<file path="config.mk">
export PLATFORM = sky130hd
export DESIGN_NAME = remote_cmd_queue
export DESIGN_NICKNAME = d
export VERILOG_FILES = /design/src/rtl/remote_cmd_pkg.sv /design/src/rtl/cmd_fifo.sv /design/src/rtl/remote_cmd_queue.sv
export SDC_FILE = /design/constraint.sdc
export NUM_CORES = 1
export LEC_CHECK = 0
export BUFFER_PORTS_ARGS = -buffer_cell sky130_fd_sc_hd__buf_2
export CAP_MARGIN = 20
export CORE_UTILIZATION = 59
export CTS_CLUSTER_DIAMETER = 120
export DETAILED_ROUTE_END_ITERATION = 16
export GPL_TIMING_DRIVEN = 0
export PLACE_DENSITY = 0.83
export SETUP_SLACK_MARGIN = 0.15
export SLEW_MARGIN = 20
export SYNTH_ARGS = -nofsm -noshare
export SYNTH_HDL_FRONTEND = slang
export SYNTH_SLANG_ARGS = --single-unit
</file>
<file path="constraint.sdc">
create_clock -name clk -period 5.53 [get_ports clk]
set_input_delay 0.553 -clock clk [delete_from_list [all_inputs] [get_ports clk]]
set_output_delay 0.553 -clock clk [all_outputs]
set_load 0.05 [all_outputs]
</file>
<file path="src/rtl/remote_cmd_pkg.sv">
// Shared types and constants for the remote command queue.
package remote_cmd_pkg;

    // Sender FSM states: idle, strobe one byte, wait for the byte to finish,
    // wait for the one-byte response.
    typedef enum logic [1:0] {
        IDLE      = 2'd0,
        TX        = 2'd1,
        WAIT_DONE = 2'd2,
        WAIT_RESP = 2'd3
    } state_e;

    // Conventional positive acknowledge byte returned by the remote end.
    localparam logic [7:0] RESP_ACK = 8'hA5;

endpackage

</file>
<file path="src/rtl/cmd_fifo.sv">
// Circular command FIFO with wrapping pointers. A push into a full FIFO is
// ignored even when a pop happens in the same cycle; a pop from an empty
// FIFO is ignored.
module cmd_fifo #(
    parameter int CMD_W = 16,
    parameter int DEPTH = 4
) (
    input  logic                     clk,
    input  logic                     rst_n,
    input  logic                     push_i,
    input  logic                     pop_i,
    input  logic [CMD_W-1:0]         wdata_i,
    output logic [CMD_W-1:0]         rdata_o,
    output logic                     full_o,
    output logic                     empty_o,
    output logic [$clog2(DEPTH):0]   cnt_o
);
    localparam int AW = $clog2(DEPTH);

    logic [CMD_W-1:0] mem_q [DEPTH];
    logic [AW-1:0]    wr_ptr_q, wr_ptr_d;
    logic [AW-1:0]    rd_ptr_q, rd_ptr_d;
    logic [AW:0]      cnt_q, cnt_d;
    logic             push_ok, pop_ok;

    assign full_o  = (cnt_q == (AW+1)'(DEPTH));
    assign empty_o = (cnt_q == '0);
    assign rdata_o = mem_q[rd_ptr_q];
    assign cnt_o   = cnt_q;

    // Fullness is judged on the registered count, before any same-cycle pop.
    assign push_ok = push_i && !full_o;
    assign pop_ok  = pop_i && !empty_o;

    // Pointer and occupancy next-state.
    always_comb begin
        wr_ptr_d = wr_ptr_q;
        rd_ptr_d = rd_ptr_q;
        cnt_d    = cnt_q;
        if (push_ok) wr_ptr_d = wr_ptr_q + AW'(1);
        if (pop_ok)  rd_ptr_d = rd_ptr_q + AW'(1);
        if (push_ok && !pop_ok)      cnt_d = cnt_q + (AW+1)'(1);
        else if (!push_ok && pop_ok) cnt_d = cnt_q - (AW+1)'(1);
    end

    // Pointer and occupancy registers.
    always_ff @(posedge clk or negedge rst_n) begin
        if (!rst_n) begin
            wr_ptr_q <= '0;
            rd_ptr_q <= '0;
            cnt_q    <= '0;
        end else begin
            wr_ptr_q <= wr_ptr_d;
            rd_ptr_q <= rd_ptr_d;
            cnt_q    <= cnt_d;
        end
    end

    // Storage array; contents need no reset since occupancy gates reads.
    always_ff @(posedge clk) begin
        if (push_ok) mem_q[wr_ptr_q] <= wdata_i;
    end

endmodule

</file>
<file path="src/rtl/remote_cmd_queue.sv">
// Queues multi-byte commands and sends each MSB byte first over a byte-level
// UART handshake, then waits for a one-byte response with a timeout and an
// optional number of automatic retransmissions.
//
// Handshakes: a command is taken on every clock where send_cmd is high
// (no back-pressure; a full FIFO drops it and pulses ovf). Towards the UART,
// trmt is a one-cycle strobe qualifying tx_data, and the next byte is not
// offered until tx_done is seen. rx_rdy is a level that stays high until
// this block answers with a one-cycle clr_rx_rdy; a byte is consumed only
// on the first cycle it is seen, so a still-high rx_rdy during the clear
// is never taken twice.
module remote_cmd_queue
    import remote_cmd_pkg::*;
#(
    parameter int CMD_W       = 16,
    parameter int DEPTH       = 4,
    parameter int TIMEOUT_CYC = 1000000,
    parameter int RETRIES     = 0
) (
    input  logic                   clk,
    input  logic                   rst_n,
    input  logic [CMD_W-1:0]       cmd,
    input  logic                   send_cmd,
    output logic [7:0]             tx_data,
    output logic                   trmt,
    input  logic                   tx_done,
    input  logic [7:0]             rx_data,
    input  logic                   rx_rdy,
    output logic                   clr_rx_rdy,
    output logic                   cmd_sent,
    output logic [7:0]             resp,
    output logic                   resp_rdy,
    output logic                   timeout,
    output logic                   ovf,
    output logic                   busy,
    output logic [$clog2(DEPTH):0] q_cnt
);
    localparam int CMD_BYTES = CMD_W / 8;
    localparam int BW = (CMD_BYTES > 1) ? $clog2(CMD_BYTES) : 1;
    localparam int TW = (TIMEOUT_CYC > 1) ? $clog2(TIMEOUT_CYC) : 1;
    localparam int RW = (RETRIES > 0) ? $clog2(RETRIES + 1) : 1;

    state_e           state_q, state_d;
    logic [CMD_W-1:0] hold_q, hold_d;
    logic [CMD_W-1:0] shift_q, shift_d;
    logic [BW-1:0]    byte_cnt_q, byte_cnt_d;
    logic [RW-1:0]    retry_cnt_q, retry_cnt_d;
    logic [TW-1:0]    timer_q, timer_d;
    logic [7:0]       tx_data_q, tx_data_d;
    logic [7:0]       resp_q, resp_d;
    logic             trmt_q, trmt_d;
    logic             cmd_sent_q, cmd_sent_d;
    logic             resp_rdy_q, resp_rdy_d;
    logic             timeout_q, timeout_d;
    logic             clr_rx_rdy_q, clr_rx_rdy_d;
    logic             ovf_q, ovf_d;
    logic             busy_q, busy_d;

    logic             fifo_pop;
    logic             fifo_full, fifo_empty;
    logic [CMD_W-1:0] fifo_rdata;
    logic             rx_new;
    logic             last_byte, timer_expired, retry_left;

    cmd_fifo #(
        .CMD_W (CMD_W),
        .DEPTH (DEPTH)
    ) u_fifo (
        .clk     (clk),
        .rst_n   (rst_n),
        .push_i  (send_cmd),
        .pop_i   (fifo_pop),
        .wdata_i (cmd),
        .rdata_o (fifo_rdata),
        .full_o  (fifo_full),
        .empty_o (fifo_empty),
        .cnt_o   (q_cnt)
    );

    // A byte counts as new only if it is not the one currently being cleared.
    assign rx_new        = rx_rdy && !clr_rx_rdy_q;
    assign last_byte     = (byte_cnt_q == BW'(CMD_BYTES - 1));
    assign timer_expired = (timer_q == TW'(TIMEOUT_CYC - 1));
    // retry_cnt never exceeds RETRIES, so inequality means retries remain.
    assign retry_left    = (retry_cnt_q != RW'(RETRIES));

    // Next-state, datapath and registered-output decode for the sender FSM.
    always_comb begin
        state_d      = state_q;
        hold_d       = hold_q;
        shift_d      = shift_q;
        byte_cnt_d   = byte_cnt_q;
        retry_cnt_d  = retry_cnt_q;
        timer_d      = timer_q;
        resp_d       = resp_q;
        tx_data_d    = tx_data_q;
        cmd_sent_d   = 1'b0;
        resp_rdy_d   = 1'b0;
        timeout_d    = 1'b0;
        fifo_pop     = 1'b0;
        // Any incoming byte is acknowledged; only WAIT_RESP keeps it.
        clr_rx_rdy_d = rx_new;
        ovf_d        = send_cmd && fifo_full;

        case (state_q)
            IDLE: begin
                if (!fifo_empty) begin
                    fifo_pop    = 1'b1;
                    hold_d      = fifo_rdata;
                    shift_d     = fifo_rdata;
                    byte_cnt_d  = '0;
                    retry_cnt_d = '0;
                    state_d     = TX;
                end
            end
            TX: begin
                state_d = WAIT_DONE;
            end
            WAIT_DONE: begin
                if (tx_done) begin
                    if (last_byte) begin
                        cmd_sent_d = 1'b1;
                        timer_d    = '0;
                        state_d    = WAIT_RESP;
                    end else begin
                        shift_d    = shift_q << 8;
                        byte_cnt_d = byte_cnt_q + BW'(1);
                        state_d    = TX;
                    end
                end
            end
            WAIT_RESP: begin
                timer_d = timer_q + TW'(1);
                if (rx_new) begin
                    resp_d     = rx_data;
                    resp_rdy_d = 1'b1;
                    state_d    = IDLE;
                end else if (timer_expired) begin
                    if (retry_left) begin
                        retry_cnt_d = retry_cnt_q + RW'(1);
                        shift_d     = hold_q;
                        byte_cnt_d  = '0;
                        state_d     = TX;
                    end else begin
                        timeout_d = 1'b1;
                        state_d   = IDLE;
                    end
                end
            end
            default: state_d = IDLE;
        endcase

        // trmt is registered against the state being entered, so it is high
        // exactly for the single cycle the FSM spends in TX.
        trmt_d = (state_d == TX);
        if (state_d == TX) tx_data_d = shift_d[CMD_W-1 -: 8];
        busy_d = (state_d != IDLE);
    end

    // State, datapath and output registers.
    always_ff @(posedge clk or negedge rst_n) begin
        if (!rst_n) begin
            state_q      <= IDLE;
            hold_q       <= '0;
            shift_q      <= '0;
            byte_cnt_q   <= '0;
            retry_cnt_q  <= '0;
            timer_q      <= '0;
            tx_data_q    <= '0;
            resp_q       <= '0;
            trmt_q       <= 1'b0;
            cmd_sent_q   <= 1'b0;
            resp_rdy_q   <= 1'b0;
            timeout_q    <= 1'b0;
            clr_rx_rdy_q <= 1'b0;
            ovf_q        <= 1'b0;
            busy_q       <= 1'b0;
        end else begin
            state_q      <= state_d;
            hold_q       <= hold_d;
            shift_q      <= shift_d;
            byte_cnt_q   <= byte_cnt_d;
            retry_cnt_q  <= retry_cnt_d;
            timer_q      <= timer_d;
            tx_data_q    <= tx_data_d;
            resp_q       <= resp_d;
            trmt_q       <= trmt_d;
            cmd_sent_q   <= cmd_sent_d;
            resp_rdy_q   <= resp_rdy_d;
            timeout_q    <= timeout_d;
            clr_rx_rdy_q <= clr_rx_rdy_d;
            ovf_q        <= ovf_d;
            busy_q       <= busy_d;
        end
    end

    assign tx_data    = tx_data_q;
    assign trmt       = trmt_q;
    assign clr_rx_rdy = clr_rx_rdy_q;
    assign cmd_sent   = cmd_sent_q;
    assign resp       = resp_q;
    assign resp_rdy   = resp_rdy_q;
    assign timeout    = timeout_q;
    assign ovf        = ovf_q;
    assign busy       = busy_q;

endmodule

</file>
==> qor.yml, run 1 <==
final_area_um2: 6100
yosysTopAreaCellShare_pct: 37.8
htreeDepth: 4
layout_min_cycle_time_ns: 2.62
peakVddDrop_mv: 0.328
ios: 55
cp_cell_sequence: "clkbuf_1, nor3_1, clkbuf_1, inv_1, ha_1, inv_1, fa_1, mux2_2"
dieArea_um2: 8990
synth_common_cells: "64 x edfxtp_1, 61 x dfrtp_1, 32 x nand2_1, 16 x mux4_2, 14 x a21oi_1"
maxSlewHeadroom_pct: 25.6
r2r_start: "state_q[1]"
num_rows: 33
area_delta_synth_final_pct: 19.9
gp_congestion: 0.853
critPathMaxStageDelay_ns: 0.48
worst_hold_path_type: "in2async"
slew_viol_final: 0
fin_skew_ns: 0.00878
synth-seq-cells: 125
utilization_pct: 73.8
p_leak_uw: 0.00246
fmax_mhz: 381
cp_max_fo: 10
clk_pin_slew_ns: 0.06
hold_viol: 0
grt_pass1_wl_um: 15700
first_pass_iters: 4
grt_max_degree: 62
cp-startpoint: "state_q[1]"
cts_hold_buf: 0
fin_crit_sh_pct: 47.4
drtIter0Drc: 203
crit_type: "reg2reg"
vias_per_cell: 5.90
maxCapViolCount: 0
synthFlopType: "edfxtp_1"
status: "finished clean"
place_area_um2: 5490
post-route-drc-count: 0
grt_overflow: 0
start_util_pct: 61.6
coreArea_um2: 8260
syn-num-nets: 380
endpoint: "u_fifo.cnt_o[1]"
clock_path_buffers: 2
synthTopCellsByArea: "edfxtp_1 38%, dfrtp_1 30%, mux4_2 7.1%"
grt_pass1_vias: 3190
layout.nets: 453
syn_area_per_cell_um2: 14.8
synth_edf_count: 64
cts_root_buf: "clkbuf_8"
wl_um: 9910
cts_resized: 0
ant_nets: 0
crit_path_start_kind: "flip-flop"
clk_latency_ns: 0.52
cts_tree: "done"
tightest_slew_ns: 1.11
netlist.top_cell.by_area: "edfxtp_1"
grt_use_total_pct: 24.7
reg2regPathDepth: 8
yosysWarningCount: 0
drive_above_1_share_pct: 27.0
fin_tns_setup_ns: 0
rr_endpoint: "u_fifo.cnt_o[1]"
fin_hold_ws_ns: 0.0898
vias: 3156
total_power_uw: 3600
diodes: 0
cp.required_ns: 5.93
syn_area_um2: 5080
clock-sinks: 125
end_kind: "flip-flop"
hpwlAfterDp_um: 6270
synth.most_common_cell: "edfxtp_1"
syn_inst: 344
synth-async-reset-ratio_pct: 48.8
finalSetupViolCount: 0
rsz0062_at_grt: "no"
antenna_found_initial: 0
cts_setup_buffers: 0
wl_per_cell_um: 18.5
numCtsBuffers: 17
dieHeight_um: 94.8
pwr_density_cell_nw_per_um2: 590
io_buffers: 54
r2r_slack_ns: 2.91
dieWidth_um: 94.8
ys_seq_area_share_pct: 67.8
crit_slowest_cell: "dfrtp_1"
yosysUniqueCellTypes: 44
crit_arrival_ns: 3.02
## registers in the layout (all words and copies together) (netlist names), 2 cells and up
| register | flops |
|---|---|
| resp | 8 |
| shift_q | 8 |
| state_q | 2 |
| timer_q | 20 |
| tx_data | 8 |
| u_fifo.cnt_o | 3 |
| u_fifo.mem_q | 64 |
| u_fifo.rd_ptr_q | 2 |
| u_fifo.wr_ptr_q | 2 |
## worst max-delay path: cells and delay by family, from the launching register on
family | cells | cell delay (ns)
DFF | 1 | 0.48
muxes | 1 | 0.26
and+or+nand+nor | 1 | 0.26
adders and majority gates | 2 | 0.64
buffers and inverters | 4 | 0.86
## power by group
| group | internal [uW] | total, uW | switching [uW] |
|---|---|---|---|
| logic | 382 | 1110 | 732 |
| registers | 1230 | 1360 | 129 |
| clock network | 668 | 1120 | 456 |
## cell type report
class	instances	area, um^2
inverters	9	33.8
repair buffers	54	273
multi-input cells	195	1540
fillers	528	2160
plain buffers	15	60.1
clock inverters	15	193
flip-flops and latches	125	3450
clock buffers	17	414
well taps	105	131
## placed cells by master, fill, tap and decap left out, types with 7 or more instances in the layout
master	n
mux2_2	10
nor2_1	11
o21ai_0	9
or4_1	9
a21oi_1	14
edfxtp_1	64
dfrtp_1	61
mux4_2	16
buf_2	55
clkbuf_1	11
nand3_1	8
and2_1	7
a22o_1	9
inv_1	9
clkbuf_16	16
a22oi_1	8
nand2_1	32
## metrics by stage
step           std cells  setup WS [ns]
3_3_place_gp         503           2.96
4_1_cts              535           2.90
6_report             535           2.91
2_1_floorplan        344           3.05
3_5_place_dp         503           2.92
5_1_grt              535           2.72
## logic make-up (layout without fill, tap and decap cells)
family | Yosys count | in the layout | synth area share (%)
fa+ha+maj | 7 | 7 | 1.87
simple gates | 98 | 98 | 10.3
compound gates | 53 | 53 | 7.01
xor+xnor | 11 | 11 | 1.89
buf+inv | 24 | 110 | 1.85
mux | 26 | 26 | 9.30
flops | 125 | 125 | 67.8
## routing by layer
metal | up-vias | wire length, um | share of wire (%) | track usage, %
li1 | 1453 | - | - | -
met1 | 1591 | 3940 | 40 | 28.3
met2 | 94 | 5310 | 54 | 43.0
met5 | - | 0 | 0 | 0
met3 | 18 | 460 | 4.6 | 7.49
met4 | 0 | 209 | 2.1 | 10.7
## how the worst min path moves through the flow
stage                     depth (start not counted)     endpoint        from  slack, ns
after floorplan                                   0         busy       rst_n       0.26
after global placement                            1   clr_rx_rdy  clr_rx_rdy       0.45
after detailed placement                          2   tx_data[4]  tx_data[4]       0.46
after CTS                                         1  timer_q[18]       rst_n       0.12
after global routing                              1  timer_q[13]       rst_n       0.16
final                                             1  timer_q[13]       rst_n       0.09
No activity file was read; power rests on OpenSTA's default activity.
==> run 2, diff against run 1 <==
ABC_AREA = 1   (was unset)
CORE_UTILIZATION = 53   (was 59)
PLACE_DENSITY = 0.78   (was 0.83)
clock period = 2.1 ns   (was 5.53 ns; I/O delays follow)
==> run 2 against run 1 <==
Sequential share of layout area decreased by 6.2 points. Total power rose to 3.1 times the previous value. Sequential power rose to 3.0 times the previous value. Largest power group is now combinational logic. Critical path type unchanged. Synthesized area up 15%. Highest routed layer unchanged. Via count is 48% higher.
==> qor.yml, run 2 <==
status: "finished clean"
maxSlewHeadroom_pct: 60.7
final_area_um2: 7250
wl_per_cell_um: 15.0
cp_max_fo: 4
grt_pass1_wl_um: 21800
crit_arrival_ns: 2.31
clk_pin_slew_ns: 0.06
grt_max_degree: 41
dieHeight_um: 107
ys_seq_area_share_pct: 62.3
dieWidth_um: 107
finalSetupViolCount: 0
io_buffers: 54
crit_path_start_kind: "flip-flop"
drive_above_1_share_pct: 19.5
maxCapViolCount: 0
end_kind: "flip-flop"
synth_edf_count: 64
synth-async-reset-ratio_pct: 51.9
netlist.top_cell.by_area: "edfxtp_1"
ant_nets: 0
synth.most_common_cell: "nand2_1"
fin_tns_setup_ns: 0
fin_crit_sh_pct: 90.6
drtIter0Drc: 298
clock_path_buffers: 2
fmax_mhz: 525
peakVddDrop_mv: 0.981
yosysWarningCount: 0
area_delta_synth_final_pct: 23.8
num_rows: 38
coreArea_um2: 10800
vias: 4657
layout_min_cycle_time_ns: 1.90
top_regs: "u_fifo.mem_q x64, timer_q x20, shift_q x16"
first_pass_iters: 5
layout_commonest_cell: "nand2_1"
grt_busiest_layer: "met2"
diodes: 0
synthTopCellsByArea: "edfxtp_1 33%, dfrtp_1 29%, nand2_1 15%"
grt_overflow: 0
layout.nets: 771
grt.met1_usage_pct: 30.0
slew_viol_final: 0
final_cells: 888
hold_viol: 0
fin_skew_ns: 0.00793
numCtsBuffers: 17
start_util_pct: 54.2
grt_use_total_pct: 25.1
worst_hold_path_type: "in2reg"
gp_congestion: 0.925
met3_usage_pct: 7.11
largest_register_ffs: 64
place_area_um2: 6390
synthFlopType: "dfrtp_1"
yosysTopAreaCellShare_pct: 32.8
place_inst: 827
cts_root_buf: "clkbuf_8"
yosysUniqueCellTypes: 32
tightest_slew_ns: 0.588
top_register: "u_fifo.mem_q"
cp.required_ns: 2.51
fin_hold_ws_ns: 0.0360
synth_common_cells: "231 x nand2_1, 69 x dfrtp_1, 64 x edfxtp_1, 64 x nor2_1, 42 x inv_1"
gr-usage-met2_pct: 42.9
synth-seq-cells: 133
syn_area_per_cell_um2: 9.32
utilization_pct: 67.2
dieArea_um2: 11500
clock-sinks: 133
syn_area_um2: 5850
clk_latency_ns: 0.53
syn_inst: 628
post-route-drc-count: 0
antenna_found_initial: 0
pwr_density_cell_nw_per_um2: 1560
final_cell_mix: "230 x nand2_1, 66 x dfrtp_1, 64 x edfxtp_1, 61 x buf_2, 60 x nor2_1"
syn-num-nets: 664
vias_per_cell: 5.24
wl_um: 13300
rsz0062_at_grt: "no"
p_leak_uw: 0.00330
grt_pass1_vias: 4697
htreeDepth: 4
cts_tree: "done"
hpwlAfterDp_um: 8770
crit_type: "reg2reg"
ios: 55
## run 2: changes by cell type after synthesis, sizes merged, moves of 16 or more
cell	previous run	this run
nand2	32	235
o21ai	9	34
nor2	11	68
inv	9	54
nand3	8	36
mux4	16	0
## run 2: layer usage
metal	routed length (um)	share of wire, %
met3	687	5.2
met5	0	0
met2	6860	52
met4	246	1.9
met1	5500	41
## run 2: cell families (layout without fill, tap and decap cells)
| group | after synthesis | after routing | share of synthesized area (%) |
|---|---|---|---|
| AOI/OAI and AO/OA | 55 | 55 | 5.21 |
| buffers and inverters | 69 | 189 | 4.87 |
| and+or+nand+nor | 358 | 358 | 25.1 |
| xor gates and xnor gates | 6 | 6 | 0.898 |
| adders and majority gates | 7 | 7 | 1.62 |
| DFF | 133 | 133 | 62.3 |
## run 2: timing repair
| action | CTS | global route |
|---|---|---|
| resized for setup | 2 | 6 |
| setup endpoints to repair | 1 | 1 |
| hold buffers | 26 | 0 |
| hold endpoints to repair | 142 | 0 |
| setup buffers | 0 | 3 |
| pin swaps | 0 | 0 |
## run 2: worst paths after layout
kind                                  from               to  slack [ns]  cells past startpoint
max in group asynchronous            rst_n  u_fifo.cnt_o[2]        1.41                      3
max reg2reg                u_fifo.cnt_o[1]  u_fifo.cnt_o[2]        0.20                      9
min reg2reg                     shift_q[5]       shift_q[5]        0.47                      2
min                                 rx_rdy       clr_rx_rdy        0.04                      4
min in group asynchronous            rst_n      timer_q[14]        0.14                      2
max                        u_fifo.cnt_o[1]  u_fifo.cnt_o[2]        0.20                      9
## run 2: layout make-up
type | instances | area, um^2
Sequential cell | 133 | 3650
Fill cell | 803 | 3540
Multi-Input combinational cell | 426 | 1970
Timing Repair Buffer | 88 | 624
Clock buffer | 18 | 418
Inverter | 55 | 211
Tap cell | 140 | 175
Clock inverter | 14 | 126
Buffer | 14 | 73.8
## run 2: stage by stage
stage | total power, uW | setup WS [ns]
detailed placement | 8380 | 0.0897
finish | 11300 | 0.197
global placement | 8130 | -0.148
CTS | 11200 | 0.172
global route | 12000 | 0.133
floorplan | 7150 | 0.155
## run 2: worst max-delay path, stage by stage, from the launching register on
cell     delay (ns)
dfrtp_2        0.41
inv_2          0.11
nand3_2        0.11
nand3_4        0.11
ha_1           0.16
inv_1          0.08
fa_2           0.37
a21oi_2        0.16
o21ai_0        0.11
xor2_1         0.15
## run 2: power by group
group	internal (uW)	total, uW	switching (uW)
clock network	1580	2740	1160
logic	1330	4430	3100
registers	3620	4130	509
